[src/rtl/dispatcher3_pkg.sv]
// Shared definitions for the three-channel dispatcher: channel-select codes,
// channel count, drop-counter width and a select decoder.
package dispatcher3_pkg;

  localparam int unsigned SEL_W      = 2;
  localparam int unsigned NUM_CH     = 3;
  localparam int unsigned DROP_CNT_W = 8;

  localparam logic [SEL_W-1:0] SEL_CH0     = 2'b00;
  localparam logic [SEL_W-1:0] SEL_CH1     = 2'b01;
  localparam logic [SEL_W-1:0] SEL_CH2     = 2'b10;
  localparam logic [SEL_W-1:0] SEL_INVALID = 2'b11;

  localparam logic [DROP_CNT_W-1:0] DROP_CNT_MAX = '1;

  // One-hot channel decode; the invalid code maps to no channel.
  function automatic logic [NUM_CH-1:0] sel_onehot(input logic [SEL_W-1:0] sel);
    logic [NUM_CH-1:0] oh;
    oh = '0;
    case (sel)
      SEL_CH0: oh = 3'b001;
      SEL_CH1: oh = 3'b010;
      SEL_CH2: oh = 3'b100;
      default: oh = '0;
    endcase
    return oh;
  endfunction

endpackage

[src/rtl/dispatcher3_slot.sv]
// One output channel register with valid/ready handshake.
// Ports:
//   i_clk, i_rst_n   clock, async active-low reset
//   i_load           load i_data this cycle (input handshake to this channel)
//   i_data           word to load
//   i_ready          downstream consumer ready
//   o_valid, o_data  registered channel contents
//   o_ready_c        combinational: slot can take a word this cycle
module dispatcher3_slot #(
  parameter int unsigned BITS = 16
) (
  input  logic            i_clk,
  input  logic            i_rst_n,
  input  logic            i_load,
  input  logic [BITS-1:0] i_data,
  input  logic            i_ready,
  output logic            o_valid,
  output logic [BITS-1:0] o_data,
  output logic            o_ready_c
);

  logic            r_valid;
  logic [BITS-1:0] r_data;

  // Load wins over drain so a simultaneous drain+load keeps the slot full.
  always_ff @(posedge i_clk or negedge i_rst_n) begin
    if (!i_rst_n) begin
      r_valid <= 1'b0;
      r_data  <= '0;
    end else if (i_load) begin
      r_valid <= 1'b1;
      r_data  <= i_data;
    end else if (r_valid && i_ready) begin
      r_valid <= 1'b0;
    end
  end

  assign o_valid   = r_valid;
  assign o_data    = r_data;
  assign o_ready_c = !r_valid || i_ready;

endmodule

[src/rtl/dispatcher3.sv]
// Three-channel dispatcher: routes each accepted input word to one of three
// one-entry output registers by i_in_sel; code 11 discards the word and
// pulses o_drop on the next cycle.
// Optional feature (macro DISPATCHER3_DROP_CNT_EN): o_drop_count, a
// saturating 8-bit count of discarded words, updated together with o_drop.
// Ports:
//   i_clk, i_rst_n                 clock, async active-low reset
//   i_in_valid, i_in_sel, i_in_data input word, destination, payload
//   o_in_ready_c                   combinational input ready
//   o_out_valid0..2, o_output0..2  channel contents
//   i_out_ready0..2                channel consumer ready
//   o_drop                         one-cycle discard pulse
//   o_drop_count                   discard counter (macro only)
module dispatcher3
  import dispatcher3_pkg::*;
#(
  parameter int unsigned BITS = 16
) (
  input  logic                  i_clk,
  input  logic                  i_rst_n,
  input  logic                  i_in_valid,
  output logic                  o_in_ready_c,
  input  logic [SEL_W-1:0]      i_in_sel,
  input  logic [BITS-1:0]       i_in_data,
  output logic                  o_out_valid0,
  output logic                  o_out_valid1,
  output logic                  o_out_valid2,
  input  logic                  i_out_ready0,
  input  logic                  i_out_ready1,
  input  logic                  i_out_ready2,
  output logic [BITS-1:0]       o_output0,
  output logic [BITS-1:0]       o_output1,
  output logic [BITS-1:0]       o_output2,
  output logic                  o_drop
`ifdef DISPATCHER3_DROP_CNT_EN
  ,
  output logic [DROP_CNT_W-1:0] o_drop_count
`endif
);

  logic [NUM_CH-1:0] w_slot_ready;
  logic [NUM_CH-1:0] w_load;
  logic              w_in_ready;
  logic              w_accept;
  logic              w_drop_hs;
  logic              r_drop;

  // Ready depends only on the selected channel, never on i_in_valid.
  always_comb begin
    w_in_ready = 1'b1;
    case (i_in_sel)
      SEL_CH0: w_in_ready = w_slot_ready[0];
      SEL_CH1: w_in_ready = w_slot_ready[1];
      SEL_CH2: w_in_ready = w_slot_ready[2];
      default: w_in_ready = 1'b1;
    endcase
  end

  assign o_in_ready_c = w_in_ready;
  assign w_accept     = i_in_valid && w_in_ready;
  assign w_load       = w_accept ? sel_onehot(i_in_sel) : '0;
  assign w_drop_hs    = w_accept && (i_in_sel == SEL_INVALID);

  dispatcher3_slot #(.BITS(BITS)) u_slot0 (
    .i_clk     (i_clk),
    .i_rst_n   (i_rst_n),
    .i_load    (w_load[0]),
    .i_data    (i_in_data),
    .i_ready   (i_out_ready0),
    .o_valid   (o_out_valid0),
    .o_data    (o_output0),
    .o_ready_c (w_slot_ready[0])
  );

  dispatcher3_slot #(.BITS(BITS)) u_slot1 (
    .i_clk     (i_clk),
    .i_rst_n   (i_rst_n),
    .i_load    (w_load[1]),
    .i_data    (i_in_data),
    .i_ready   (i_out_ready1),
    .o_valid   (o_out_valid1),
    .o_data    (o_output1),
    .o_ready_c (w_slot_ready[1])
  );

  dispatcher3_slot #(.BITS(BITS)) u_slot2 (
    .i_clk     (i_clk),
    .i_rst_n   (i_rst_n),
    .i_load    (w_load[2]),
    .i_data    (i_in_data),
    .i_ready   (i_out_ready2),
    .o_valid   (o_out_valid2),
    .o_data    (o_output2),
    .o_ready_c (w_slot_ready[2])
  );

  // Discard pulse, one cycle after the invalid-select handshake.
  always_ff @(posedge i_clk or negedge i_rst_n) begin
    if (!i_rst_n) begin
      r_drop <= 1'b0;
    end else begin
      r_drop <= w_drop_hs;
    end
  end

  assign o_drop = r_drop;

`ifdef DISPATCHER3_DROP_CNT_EN
  logic [DROP_CNT_W-1:0] r_drop_cnt;

  // Saturating discard counter, same timing as o_drop.
  always_ff @(posedge i_clk or negedge i_rst_n) begin
    if (!i_rst_n) begin
      r_drop_cnt <= '0;
    end else if (w_drop_hs && (r_drop_cnt != DROP_CNT_MAX)) begin
      r_drop_cnt <= r_drop_cnt + DROP_CNT_W'(1);
    end
  end

  assign o_drop_count = r_drop_cnt;
`endif

endmodule

[config.mk]
export PLATFORM = sky130hd
export DESIGN_NAME = dispatcher3
export DESIGN_NICKNAME = d
export VERILOG_FILES = /design/src/rtl/dispatcher3_pkg.sv /design/src/rtl/dispatcher3_slot.sv /design/src/rtl/dispatcher3.sv
export SDC_FILE = /design/constraint.sdc
export NUM_CORES = 1
export LEC_CHECK = 0
export CORE_MARGIN = 2
export CORE_UTILIZATION = 61
export CTS_CLUSTER_DIAMETER = 200
export DETAILED_ROUTE_END_ITERATION = 10
export DONT_BUFFER_PORTS = 1
export PLACE_DENSITY = 0.86
export SYNTH_ARGS = -nofsm -noshare
export SYNTH_HDL_FRONTEND = slang
export SYNTH_HIERARCHICAL = 1
export SYNTH_SLANG_ARGS = --single-unit
[constraint.sdc]
create_clock -name i_clk -period 1.7 [get_ports i_clk]
set_clock_uncertainty 0.1 [all_clocks]
set_input_delay 0.17 -clock i_clk [delete_from_list [all_inputs] [get_ports i_clk]]
set_output_delay 0.17 -clock i_clk [all_outputs]
set_load 0.05 [all_outputs]
==> results.sh <==
export IMPL_outcome="finished clean"
export IMPL_die_area_sq_um=4000
export IMPL_ir_drop_uv=918
export IMPL_yosys_top_cells_area="dfrtp_1 (61%), mux2_4 (19%), mux2_2 (11%)"
export IMPL_clockBufferDepth=2
export IMPL_root_buffer="clkbuf_4"
export IMPL_synth_xor_area_share_pct=0
export IMPL_drt_iter0_drc=33
export IMPL_yosys_area_top_type="dfrtp_1"
export IMPL_synth_adder_area_share_pct=0
export IMPL_postCtsSetupRepairBufs=0
export IMPL_gr_total_overflow=0
export IMPL_portBuffers=0
export IMPL_worstHoldStart="i_in_valid"
export IMPL_power_density_nw_per_um2=1540
export IMPL_worst_setup_path_end_kind="output pin"
export IMPL_drive_gt1_share_pct=49.0
export IMPL_boundaryPins=77
export IMPL_wl_per_cell_um=21.0
export IMPL_synth_top_area_share_pct=60.7
export IMPL_die_w_um=63.3
export IMPL_antenna_left=0
export IMPL_synthesis_nets=146
export IMPL_r2r_cells=4
export IMPL_core_area_sq_um=3360
export IMPL_tightest_slew_ns=0.526
export IMPL_slew_viol_final=0
export IMPL_crit_chain="dlygate4sd3_1 -> nand2b_1 -> nor3b_2 -> a31oi_4 -> buf_12"
export IMPL_hold_depth=4
export IMPL_placed_area_sq_um=2220
export IMPL_gp_congestion=0.781
export IMPL_critPathMaxFanout=3
export IMPL_synth_top_family_by_area="multiplexers"
export IMPL_tritoncts="built"
export IMPL_num_antenna_cells=0
export IMPL_min_path_type="input pin to register"
export IMPL_yosys_area_share_simple_pct=4.44
export IMPL_area_delta_synth_final_pct=23.0
export IMPL_rrSetupSlack_ns=0.13
export IMPL_cp_start_kind="input pin"
export IMPL_dp_cells=171
export IMPL_start_util_pct=63.7
export IMPL_cts_buffers=5
export IMPL_instances_no_fill=203
export IMPL_nets=180
export IMPL_ys_types=14
export IMPL_max_freq_ghz=0.614
export IMPL_power_w=0.00405
export IMPL_via_per_inst=5.59
export IMPL_grt_first_pass_wirelength_um=7170
export IMPL_antenna_found_initial=0
export IMPL_clock_latency_ns=0.36
export IMPL_ys_seq_elements=52
export IMPL_ys_seq_area_share_pct=60.7
export IMPL_setup_viol=0
export IMPL_slew_headroom_pct=64.9
export IMPL_fin_crit_ns=1.63
export IMPL_die_h_um=63.3
export IMPL_yosys_warnings=6
export IMPL_finalHoldViolCount=0
export IMPL_cp_required_ns=1.43
export IMPL_num_vias=1135
export IMPL_grtUsageTotal_pct=24.4
export IMPL_path_clk_slew_ns=0.14
export IMPL_whs_ns=0.182
export IMPL_cts_htree_levels=2
export IMPL_hpwl_um=2630
export IMPL_cp_arrival_ns=1.36
export IMPL_mostFrequentLayoutCells="dfrtp_1 (50), mux2_4 (27), dlygate4sd3_1 (23)"
export IMPL_cap_violations=0
export IMPL_syn_cell_area_sq_um=2140
export IMPL_grt_pass1_vias=1290
export IMPL_drc=0
export IMPL_final_common_cell="dfrtp_1"
export IMPL_reg2reg_from="u_slot1/o_valid"
export IMPL_cp_slowest_stage_delay_ns=0.53
export IMPL_numClockSinks=52
export IMPL_r2r_end="u_slot1/o_data[0]"
export IMPL_synth_compound_area_share_pct=0.292
export IMPL_drt_first_pass_iters=4
export IMPL_period_share_pct=95.8
export IMPL_avgSynthCellArea_sq_um=17.6
export IMPL_grt_max_degree=53
export IMPL_leakagePower_nw=1.19
export IMPL_wl_um=4260
export IMPL_fp_row_count=21
export IMPL_holdPathEnd="u_slot0/o_valid"
export IMPL_synthCells=122
export IMPL_fin_area_sq_um=2630
export IMPL_synthMuxAreaShare_pct=30.0
export IMPL_fillers=209
export IMPL_path_class="input pin to output pin"
export IMPL_cp_slowest_cell="dlygate4sd3_1"
[final cells by class]
| cell class | instances | area, sq um | share of cell area, % |
|---|---|---|---|
| repair buffers | 33 | 363 | 13.8 |
| clock inverters | 3 | 90.1 | 3.42 |
| inverters | 1 | 3.75 | 0.143 |
| multi-input cells | 63 | 778 | 29.5 |
| well taps | 46 | 57.6 | 2.19 |
| flip-flops and latches | 52 | 1300 | 49.5 |
| clock buffers | 5 | 37.5 | 1.43 |
[critical path, delay by kind of cell]
kind | cells | cell delay, ns
buffers and inverters | 2 | 0.69
AND/OR/NAND/NOR | 2 | 0.44
AO/OA/AOI/OAI | 1 | 0.06
[what timing repair did]
item | in CTS | in global routing
resized for setup | 0 | 4
endpoints found under the setup margin | 0 | 1
hold buffers | 24 | 0
endpoints found under the hold margin | 104 | 0
[report_power, final]
| group | total (W) | switching (W) | internal (W) |
|---|---|---|---|
| Combinational | 0.000521 | 0.000179 | 0.000342 |
| Clock | 0.000990 | 0.000385 | 0.000606 |
| Sequential | 0.00254 | 0.00107 | 0.00147 |
[per-stage QoR]
stage / TNS, ns / util (%) / worst slack [ns]
after detailed placement: 0 / 66.1 / 0.168
final: 0 / 78.3 / 0.0714
after CTS: 0 / 77.6 / 0.0168
after global routing: -0.000855 / 78.3 / -0.000855
after global placement: 0 / 66.1 / 0.187
after floorplan: -0.0436 / - / -0.00484
[sequential cells by signal, indices dropped and copies added, names as in the netlist]
name / count
u_slot2/o_valid: 1
u_slot0/o_valid: 1
u_slot1/o_valid: 1
u_slot0/o_data: 16
u_slot2/o_data: 16
u_slot1/o_data: 16
o_drop: 1
[cells in the mapped netlist (all sizes together)]
cell type / n
dfrtp: 52
mux2: 48
nand2b: 8
buf: 6
nor2: 2
a31oi: 1
and3: 1
and4b: 1
inv: 1
nand2: 1
nor3b: 1
[cell families after synthesis]
group                  Yosys count
and+or+nand+nor                 14
buffers and inverters            7
DFF                             52
AOI/OAI and AO/OA                1
muxes                           48
[per-layer routing]
metal  track usage (%)  routed length [um]
met5                 0                   0
met1              27.9                1630
met3              10.0                 379
met2              41.6                2200
met4              7.88                  46
[worst max-delay path by stage]
stage | start | end | slack [ns] | cells after the start
2_1_floorplan | u_slot2/o_valid | u_slot2/o_data[10] | -0.005 | 6
3_3_place_gp | u_slot0/o_valid | u_slot0/o_data[1] | 0.19 | 5
3_5_place_dp | u_slot1/o_valid | u_slot1/o_data[11] | 0.17 | 4
4_1_cts | u_slot0/o_valid | o_in_ready_c | 0.02 | 4
5_1_grt | i_out_ready1 | o_in_ready_c | -0.0009 | 5
6_report | i_out_ready1 | o_in_ready_c | 0.07 | 5
Power figures use the tool's default switching activity.
